`config.mk`:
```
export PLATFORM = sky130hd
export DESIGN_NAME = dr_token_fifo
export DESIGN_NICKNAME = d
export VERILOG_FILES = /design/src/rtl/dr_pkg.sv /design/src/rtl/dr_link_rx.sv /design/src/rtl/dr_token_fifo.sv
export SDC_FILE = /design/constraint.sdc
export NUM_CORES = 1
export LEC_CHECK = 0
export CORE_MARGIN = 5
export CORE_UTILIZATION = 50
export CTS_CLUSTER_DIAMETER = 50
export CTS_CLUSTER_SIZE = 30
export DETAILED_ROUTE_END_ITERATION = 8
export GPL_TIMING_DRIVEN = 0
export PLACE_DENSITY = 0.82
export SLEW_MARGIN = 40
export SYNTH_ARGS = -nofsm -noshare
export SYNTH_HDL_FRONTEND = slang
export SYNTH_SLANG_ARGS = --single-unit
```
`constraint.sdc`:
```
create_clock -name clk -period 5.2 [get_ports clk]
set_input_delay 0.78 -clock clk [delete_from_list [all_inputs] [get_ports clk]]
set_output_delay 0.78 -clock clk [all_outputs]
set_load 0.02 [all_outputs]
```
`src/rtl/dr_pkg.sv`:
```
// Shared dual-rail link definitions: rail pair type, link encodings and per-bit helpers.
// Used by dr_token_fifo and other dual-rail blocks.
package dr_pkg;

  localparam int unsigned RAIL_NUM = 2;

  // [1] = true rail, [0] = false rail
  typedef logic [RAIL_NUM-1:0] dr_bit_t;

  typedef enum logic {ENC_TP, ENC_FP} enc_e;

  function automatic logic dr_complete_fp(input dr_bit_t r);
    return (r == 2'b01) || (r == 2'b10);
  endfunction

  function automatic logic dr_null(input dr_bit_t r);
    return r == 2'b00;
  endfunction

  function automatic logic dr_complete_tp(input dr_bit_t r, input dr_bit_t prev);
    return dr_complete_fp(r ^ prev);
  endfunction

  function automatic logic dr_decode(input dr_bit_t r);
    return r[1];
  endfunction

  function automatic dr_bit_t dr_encode_fp(input logic v);
    return {v, ~v};
  endfunction

endpackage

```
`src/rtl/dr_link_rx.sv`:
```
// Dual-rail receive link: completion detection, decode, prev_in tracking and ack_o generation.
// DR_TOKEN_FIFO_PROTO_CHECK_EN adds the sticky protocol-error output err.
module dr_link_rx
  import dr_pkg::*;
#(
  parameter enc_e        ENC   = ENC_TP,
  parameter int unsigned WIDTH = 8
) (
  input  logic                clk,
  input  logic                rst,
  input  dr_bit_t [WIDTH-1:0] in,
  input  logic                full,
  output logic                wr_en,
  output logic [WIDTH-1:0]    wr_data,
  output logic                ack_o
`ifdef DR_TOKEN_FIFO_PROTO_CHECK_EN
  ,
  output logic                err
`endif
);

  typedef enum logic {RX_READY, RX_CAPT} rx_state_e;

  rx_state_e           state_q, state_d;
  dr_bit_t [WIDTH-1:0] prev_in_q, prev_in_d;
  logic                tp_ack_q, tp_ack_d;
  logic                all_fp, all_null, all_tp;

  always_comb begin
    all_fp   = 1'b1;
    all_null = 1'b1;
    all_tp   = 1'b1;
    wr_data  = '0;
    for (int unsigned i = 0; i < WIDTH; i++) begin
      all_fp     &= dr_complete_fp(in[i]);
      all_null   &= dr_null(in[i]);
      all_tp     &= dr_complete_tp(in[i], prev_in_q[i]);
      wr_data[i]  = (ENC == ENC_FP) ? dr_decode(in[i]) : dr_decode(in[i] ^ prev_in_q[i]);
    end
  end

  always_ff @(posedge clk) begin
    if (!rst) begin
      state_q   <= RX_READY;
      prev_in_q <= '0;
      tp_ack_q  <= 1'b0;
    end else begin
      state_q   <= state_d;
      prev_in_q <= prev_in_d;
      tp_ack_q  <= tp_ack_d;
    end
  end

  always_comb begin
    state_d   = state_q;
    prev_in_d = prev_in_q;
    tp_ack_d  = tp_ack_q;
    if (wr_en) begin
      prev_in_d = in;
      tp_ack_d  = ~tp_ack_q;
    end
    if (ENC == ENC_FP) begin
      unique case (state_q)
        RX_READY: if (wr_en) state_d = RX_CAPT;
        RX_CAPT:  if (all_null) state_d = RX_READY;
        default:  state_d = RX_READY;
      endcase
    end
  end

  always_comb begin
    if (ENC == ENC_FP) begin
      wr_en = (state_q == RX_READY) && all_fp && !full;
      ack_o = (state_q == RX_CAPT);
    end else begin
      wr_en = all_tp && !full;
      ack_o = tp_ack_q;
    end
  end

`ifdef DR_TOKEN_FIFO_PROTO_CHECK_EN
  logic err_q, err_d, viol;

  always_comb begin
    viol = 1'b0;
    for (int unsigned i = 0; i < WIDTH; i++) begin
      if (ENC == ENC_FP) begin
        if (in[i] == 2'b11) viol = 1'b1;
        // Returning to null must not pass through the opposite data rail.
        if ((state_q == RX_CAPT) && dr_complete_fp(in[i]) && (in[i] != prev_in_q[i])) viol = 1'b1;
      end else if ((in[i] ^ prev_in_q[i]) == 2'b11) begin
        viol = 1'b1;
      end
    end
    err_d = err_q | viol;
  end

  always_ff @(posedge clk) begin
    if (!rst) err_q <= 1'b0;
    else      err_q <= err_d;
  end

  assign err = err_q;
`endif

endmodule

```
`src/rtl/dr_token_fifo.sv`:
```
// Dual-rail token FIFO: DEPTH-entry store between a dual-rail receive link and a TP/FP transmit FSM.
// Define DR_TOKEN_FIFO_PROTO_CHECK_EN to add the sticky protocol-error output err.
module dr_token_fifo
  import dr_pkg::*;
#(
  parameter enc_e             ENC    = ENC_TP,
  parameter int unsigned      WIDTH  = 8,
  parameter int unsigned      DEPTH  = 4,
  parameter int unsigned      N_INIT = 0,
  parameter logic [WIDTH-1:0] INIT   = '0
) (
  input  logic                       clk,
  input  logic                       rst,
  output logic                       ack_o,
  input  dr_bit_t [WIDTH-1:0]        in,
  input  logic                       ack_i,
  output dr_bit_t [WIDTH-1:0]        out,
  output logic [$clog2(DEPTH+1)-1:0] level
`ifdef DR_TOKEN_FIFO_PROTO_CHECK_EN
  ,
  output logic                       err
`endif
);

  localparam int unsigned PTR_W = $clog2(DEPTH);
  localparam int unsigned LVL_W = $clog2(DEPTH + 1);

  typedef enum logic [1:0] {TX_IDLE, TX_DATA, TX_NULL} tx_state_e;

  logic [WIDTH-1:0]    mem_q [DEPTH];
  logic [WIDTH-1:0]    mem_d [DEPTH];
  logic [PTR_W-1:0]    wr_ptr_q, wr_ptr_d, rd_ptr_q, rd_ptr_d;
  logic [LVL_W-1:0]    level_q, level_d;
  tx_state_e           tx_state_q, tx_state_d;
  logic                tx_phase_q, tx_phase_d;
  dr_bit_t [WIDTH-1:0] out_q, out_d, tx_token;
  logic                push, pop, full, tx_ack, have_tok;
  logic [WIDTH-1:0]    wr_data, head;

  function automatic logic [PTR_W-1:0] ptr_inc(input logic [PTR_W-1:0] p);
    return (p == PTR_W'(DEPTH - 1)) ? '0 : p + 1'b1;
  endfunction

  dr_link_rx #(
    .ENC   (ENC),
    .WIDTH (WIDTH)
  ) u_rx (
    .clk     (clk),
    .rst     (rst),
    .in      (in),
    .full    (full),
    .wr_en   (push),
    .wr_data (wr_data),
    .ack_o   (ack_o)
`ifdef DR_TOKEN_FIFO_PROTO_CHECK_EN
    ,
    .err     (err)
`endif
  );

  assign full     = (level_q == LVL_W'(DEPTH));
  assign have_tok = (level_q != '0);
  assign head     = mem_q[rd_ptr_q];
  assign tx_ack   = (ENC == ENC_FP) ? ack_i : (ack_i != tx_phase_q);

  always_comb begin
    mem_d    = mem_q;
    wr_ptr_d = wr_ptr_q;
    rd_ptr_d = rd_ptr_q;
    if (push) begin
      mem_d[wr_ptr_q] = wr_data;
      wr_ptr_d        = ptr_inc(wr_ptr_q);
    end
    if (pop) rd_ptr_d = ptr_inc(rd_ptr_q);
    level_d = level_q + LVL_W'(push) - LVL_W'(pop);
  end

  always_comb begin
    for (int unsigned i = 0; i < WIDTH; i++) begin
      tx_token[i] = (ENC == ENC_FP) ? dr_encode_fp(head[i])
                                    : (out_q[i] ^ (head[i] ? 2'b10 : 2'b01));
    end
  end

  always_ff @(posedge clk) begin
    if (!rst) begin
      for (int unsigned i = 0; i < DEPTH; i++) mem_q[i] <= (i < N_INIT) ? INIT : '0;
      // Write pointer starts past the pre-loaded slots so the first push cannot overwrite them.
      wr_ptr_q   <= PTR_W'(N_INIT % DEPTH);
      rd_ptr_q   <= '0;
      level_q    <= LVL_W'(N_INIT);
      tx_state_q <= TX_IDLE;
      tx_phase_q <= 1'b0;
      out_q      <= '0;
    end else begin
      mem_q      <= mem_d;
      wr_ptr_q   <= wr_ptr_d;
      rd_ptr_q   <= rd_ptr_d;
      level_q    <= level_d;
      tx_state_q <= tx_state_d;
      tx_phase_q <= tx_phase_d;
      out_q      <= out_d;
    end
  end

  always_comb begin
    tx_state_d = tx_state_q;
    unique case (tx_state_q)
      TX_IDLE: if (have_tok) tx_state_d = TX_DATA;
      TX_DATA: if (tx_ack) tx_state_d = (ENC == ENC_FP) ? TX_NULL : TX_IDLE;
      TX_NULL: if (!ack_i) tx_state_d = have_tok ? TX_DATA : TX_IDLE;
      default: tx_state_d = TX_IDLE;
    endcase
  end

  always_comb begin
    out_d      = out_q;
    pop        = 1'b0;
    tx_phase_d = tx_phase_q;
    unique case (tx_state_q)
      TX_IDLE: if (have_tok) out_d = tx_token;
      TX_DATA: begin
        if (tx_ack) begin
          pop = 1'b1;
          if (ENC == ENC_FP) out_d = '0;
          else               tx_phase_d = ~tx_phase_q;
        end
      end
      TX_NULL: if (!ack_i && have_tok) out_d = tx_token;
      default: out_d = '0;
    endcase
  end

  assign out   = out_q;
  assign level = level_q;

endmodule

```
[Word level (Yosys, flattened, before mapping)]
Cells that the tools add are included.
Storage, ports and cells
  register bits: 75
  input port bits: 19
  output and inout bits: 20
  word-level logic and storage cells: 131
Operators by class
  add/subtract/negate cells: 4
  magnitude comparators: 3
  eq/ne operators: 26
  muxes and demuxes: 26
  bitwise operators: 28
  reduce and logical (&&, ||, !) cells: 18
Operators with widths (number)
  16-bit one-hot mux with 3 select lines: 1
  32-bit bitwise mux: 1
  16-bit two-way mux: 2
  2-bit bitwise XOR: 16
  2-bit two-way mux: 13
  8-bit two-way mux: 3
  2-bit == test (second input constant): 11
  2-bit by 1-bit == test with 1-bit output (second input constant): 9
  8-bit binary-select mux with 2-bit select: 1
  8-bit demux with 2-bit select: 1
  1-bit logical OR: 8
  2-bit != test (second input constant): 4
  1-bit AND: 7
  3-bit greater-or-equal comparator (second input constant): 2
  2-bit inverter with 3-bit output: 2
  2-bit one-hot mux with 3 select lines: 1
  3-bit AND reduction: 2
  2-bit by 1-bit adder with 2-bit output (second input constant): 2
  3-bit by 1-bit adder with 3-bit output: 1
  3-bit == test (second input constant): 1
  1-bit logical AND: 3
  3-bit by 1-bit < comparator with 1-bit output (second input constant): 1
  1-bit two-way mux: 3
  1-bit inverter: 3
  6 further kinds: 7

[Longest topological paths before layout]
Gate-level depths: netlist of run 1.
  depth after elaboration: 13
  gate-level depth with buffers: 13
  mapped depth without buffers: 12

[Modules after synthesis]
A second synthesis of run 1 with hierarchy kept.
Unflattened totals
  cell total of the unflattened synthesis: 387
  area total of the unflattened synthesis: 3465.8 um^2
By module, submodules not included
  dr_token_fifo: times used 1, cells each 286, area an instance 2546.2 um^2
  dr_link_rx: times used 1, cells each 101, area an instance 919.6 um^2

[Worst setup path after synthesis of run 1]
No wires, ideal clock.
  path type: input to register
  start: in in[3] (netlist bit)
  end: reg level_q[2], in the netlist level[2]
  setup time: 0.128 ns
  data arrival time: 3.201 ns
  slack: 1.871 ns
  stages on the path: 13
  path buffers: 1
  path through: xor2_1 > xnor2_1 > nand3_1 > nor3_1 > buf_2 > inv_1 > ha_1 > inv_1 > ha_1 > fa_1 > xnor2_1 > xnor2_1 > nor2_1
Between the ends
  word-level cells in the longest chain between the ends: 13
  elaborated cells between the ends (all ways): 14
  those cells by class: 2 x add/sub; 2 x eq/ne; 8 x bitwise; 2 x reduce/logical
RTL lines
  start: declaration: RTL line dr_token_fifo.sv:15  | input dr_bit_t [WIDTH-1:0] in,
  2-bit bitwise XOR *: RTL line dr_pkg.sv:21  | return dr_complete_fp(r ^ prev);
  2-bit by 1-bit == test with 1-bit output or 2-bit == test (tied branches): RTL line dr_pkg.sv:13  | return (r == 2'b01) || (r == 2'b10);
  1-bit logical OR *: RTL line dr_pkg.sv:13
  1-bit AND * (7 in a row): RTL line dr_link_rx.sv:37  | all_tp &= dr_complete_tp(in[i], prev_in_q[i]);
  1-bit logical AND *: RTL line dr_link_rx.sv:76  | wr_en = all_tp && !full;
  3-bit by 1-bit adder with 3-bit output *: RTL line dr_token_fifo.sv:75  | level_d = level_q + LVL_W'(push) - LVL_W'(pop);
  3-bit by 1-bit subtractor with 3-bit output *: RTL line dr_token_fifo.sv:75
  end signal: assignment: RTL line dr_token_fifo.sv:91  | level_q <= LVL_W'(N_INIT);
  end signal: assignment: RTL line dr_token_fifo.sv:99  | level_q <= level_d;
  end: declaration: RTL line dr_token_fifo.sv:33  | logic [LVL_W-1:0] level_q, level_d;
Every way passes the cells marked *; elsewhere a longest branch is shown, timed or not.
A chain may end at the register's enable or synchronous reset.

[Worst setup path in the final report of run 1]
Ends and elaborated chain as after synthesis.

==> results of run 1 <==
[per-stage QoR]
| step | instances | util, % | worst slack (ps) | total power (W) | area, um^2 |
|---|---|---|---|---|---|
| 2_1_floorplan | 350 | - | 1870 | 0.000890 | 3410 |
| 3_3_place_gp | 467 | 57.7 | 1030 | 0.00102 | 3880 |
| 3_5_place_dp | 467 | 57.7 | 958 | 0.00103 | 3880 |
| 4_1_cts | 483 | 61.1 | 1330 | 0.00153 | 4110 |
| 5_1_grt | 483 | 61.1 | 1120 | 0.00160 | 4110 |
| 6_report | 483 | 61.1 | 1370 | 0.00152 | 4110 |
[final cells by class]
cell class / instances / share of cell area (%)
Multi-Input combinational cell: 250 / 44.5
Sequential cell: 74 / 36.1
Timing Repair Buffer: 37 / 9.02
Clock buffer: 9 / 3.02
Clock inverter: 7 / 2.47
Tap cell: 80 / 2.44
Buffer: 16 / 1.52
Inverter: 10 / 0.914
[state kept, by name, indices dropped and copies added (netlist names)]
register,cells
mem_q,32
rd_ptr_q,2
wr_ptr_q,2
level,3
tx_phase_q,1
u_rx.ack_o,1
tx_state_q,1
u_rx.prev_in_q,16
out,16
[worst max-delay path, cell delays in order]
cell,delay [ps]
clkdlybuf4s50_1,500
xor2_1,300
xnor2_1,160
nand3_1,350
nor3_1,290
buf_2,350
inv_1,90
ha_1,290
inv_1,40
ha_1,180
fa_1,380
xnor2_1,180
xnor2_1,130
nor2_1,50
[cells by family after synthesis]
kind of cell               after synthesis
AOI/OAI and AO/OA                       19
xor gates and xnor gates                35
adders and majority gates                8
buffers and inverters                   26
DFF                                     74
muxes                                   60
and+or+nand+nor                        128
[placed cells by master (no fill, tap or decap)]
master and instances:
nand2b_1 1, nand2_1 89, dfxtp_1 74, inv_1 10
or2_1 1, bufinv_16 2, buf_2 2, nor2_1 14
xor2_1 17, nand3_1 5, fa_1 1, clkbuf_1 13
buf_1 1, xnor2_1 15, mux2i_1 52, clkinv_4 1
o21ai_0 8, inv_8 1, clkinv_2 1, nor3_1 3
nor3_4 3, or3_1 8, clkbuf_8 9, mux4_2 8
clkinvlp_4 1, xnor2_2 3, nor4_4 1, clkdlybuf4s50_1 37
ha_1 7, and2_1 2, o21a_1 1, a21oi_1 10
inv_6 1, nand4_4 1
[per-layer routing]
metal / part of all wire [%] / wire [um] / GRT usage, % / vias up
li1: - / - / - / 1257
met1: 45 / 3060 / 20.9 / 1184
met2: 49 / 3340 / 29.7 / 56
met3: 5.0 / 342 / 5.36 / 13
met4: 1.8 / 127 / 5.94 / 0
met5: 0 / 0 / 0 / -
[final timing paths]
| path | startpoint | endpoint | slack [ps] |
|---|---|---|---|
| max | in[3] | level[2] | 1370 |
| min | mem_q[11] | mem_q[11] | 460 |
| max reg2reg | u_rx.prev_in_q[1] | level[2] | 1940 |
| min reg2reg | mem_q[11] | mem_q[11] | 460 |
[where the power goes]
group	internal, W	switching, W	total [W]
logic	0.000166	0.000197	0.000364
clock network	0.000275	0.000231	0.000506
registers	0.000613	0.0000363	0.000650
total	0.00105	0.000465	0.00152
==> results by group, run 1 <==
Status
  • Status: finished clean

STA
  • Setup TNS: 0 ps
  • Relative slew slack: 48.7%
  • Max frequency: 261 MHz
  • Final slew viol count: 0
  • Final hold vios: 0
  • Final Hold Slack: 459 ps
  • RSZ-0062 raised after global routing: false
  • Least-Margin Pin Slew: 764 ps
  • Final setup violating endpoints: 0
  • Final min period: 3830 ps
  • Worst Skew: 8.99 ps
  • Final Cycle Share: 73.7%

Route
  • Drt initial violations: 81
  • Drt pass-1 iters: 4
  • Drt wl/cell: 14.2 um
  • Antenna-violating nets left: 0
  • Vias: 2510
  • Post-DR vias/cell: 5.20
  • Drt drc: 0
  • Drt total wl: 6870 um

Setup path
  • Worst-path fanout max: 10
  • Critical path arrival: 4070 ps
  • CP endpoint kind: flip-flop
  • R2R depth: 13
  • CP Launch Type: input port
  • CP required: 5430 ps
  • Kind of critical path: input port to flip-flop

Final layout
  • Layout area overhead: 20.4%
  • Register area: 1480 um^2
  • # fillers: 564
  • Nets@finish: 425
  • Multi-input gate area: 1830 um^2
  • N_diodes: 0
  • Share of layout cells above drive strength 1: 8.44%

Synth
  • Post-synthesis cell count: 350
  • Yosys reg bits: 74
  • Fraction of the mapped netlist area in adder cells: 3.16%
  • Seq/Total Area, Yosys: 43.4%
  • Post-synth top cells: 89 x nand2_1, 74 x dfxtp_1, 52 x mux2i_1
  • Avg Cell Area, Syn: 9.74 um^2
  • Multiplexer share of the synthesized area: 20.6%
  • Syn_nets: 377
  • Number of synthesized flops with an enable pin: 0
  • Async S/R FF share, synth: 0%
  • Synth cell types: 26
  • Most common cell in the synthesized netlist: nand2_1
  • YS warnings: 0
  • Top cell type by total area after synthesis: dfxtp_1
  • Synth Area in Compound Gates: 2.86%
  • Main combinational cell family by area after synthesis: multiplexers
  • Primary FF master, synth: dfxtp_1
  • Mapped Area: 3410 um^2
  • Top-area cell type share of the netlist area: 43.4%
  • Synth Area in Simple Gates: 17.4%
  • Xor/xnor share of the synthesized area: 9.65%
  • Synth area leaders: dfxtp_1 43%, mux2i_1 15%, nand2_1 9.8%, mux4_2 5.3%, xor2_1 4.4%

Global route
  • Antenna violations before repair: 0
  • Global-route wire length before repair: 11900 um
  • Vias in the first global route: 2504
  • GRT Total Usage: 17.5%
  • Largest net degree at the start of global routing: 15
  • Global-route congestion overflow total: 0

Power and ir drop
  • Power per cell area: 370 nW/um^2
  • Leak Pwr: 1.48 nW
  • Peak supply drop: 0.176 mV

Clock tree
  • Worst skew pair latency: 360 ps
  • Clock transition at path regs: 80 ps
  • Setup Buffers After CTS: 0
  • Root Driver: clkbuf_8
  • Hold buffers post-CTS: 0
  • Max clock buf depth: 2
  • Clock sinks: 74
  • CTS Buf Count: 9
  • CTS tree: done
  • CTS H-Tree Depth: 3
  • PostCTS Resize Cnt: 0

Floorplan
  • Core Box Area: 6720 um^2
  • Die Span Y: 92.6 um
  • Die ar.: 8570 um^2
  • IO Pins: 39
  • Standard-cell rows: 30
  • Die width: 92.6 um
  • Initial Util: 50.7%

Worst hold path
  • Hold depth: 2
  • Hold Crit Class: flip-flop to flip-flop

Place
  • HPWL after DPL: 5100 um
  • Port Buffers: 37
  • GPL Wtd Cong: 0.831

Run
  • Max_cap viols: 0
No activity file was read; power rests on OpenSTA's default activity.
==> inputs of run 2 (changes only) <==
- clock period: 5.2 -> 3.9 ns (I/O delays scaled with it)
==> results of run 2 <==
The final DEF is identical to that of run 1. Status: finished clean.
Among the figures that moved: setup slack after placement 958 ps -> -147 ps; setup slack after layout 1370 ps -> 261 ps; register-to-register setup slack 1940 ps -> 640 ps; total power 0.00152 W -> 0.00203 W; worst IR drop on VDD 0.176 mV -> 0.235 mV
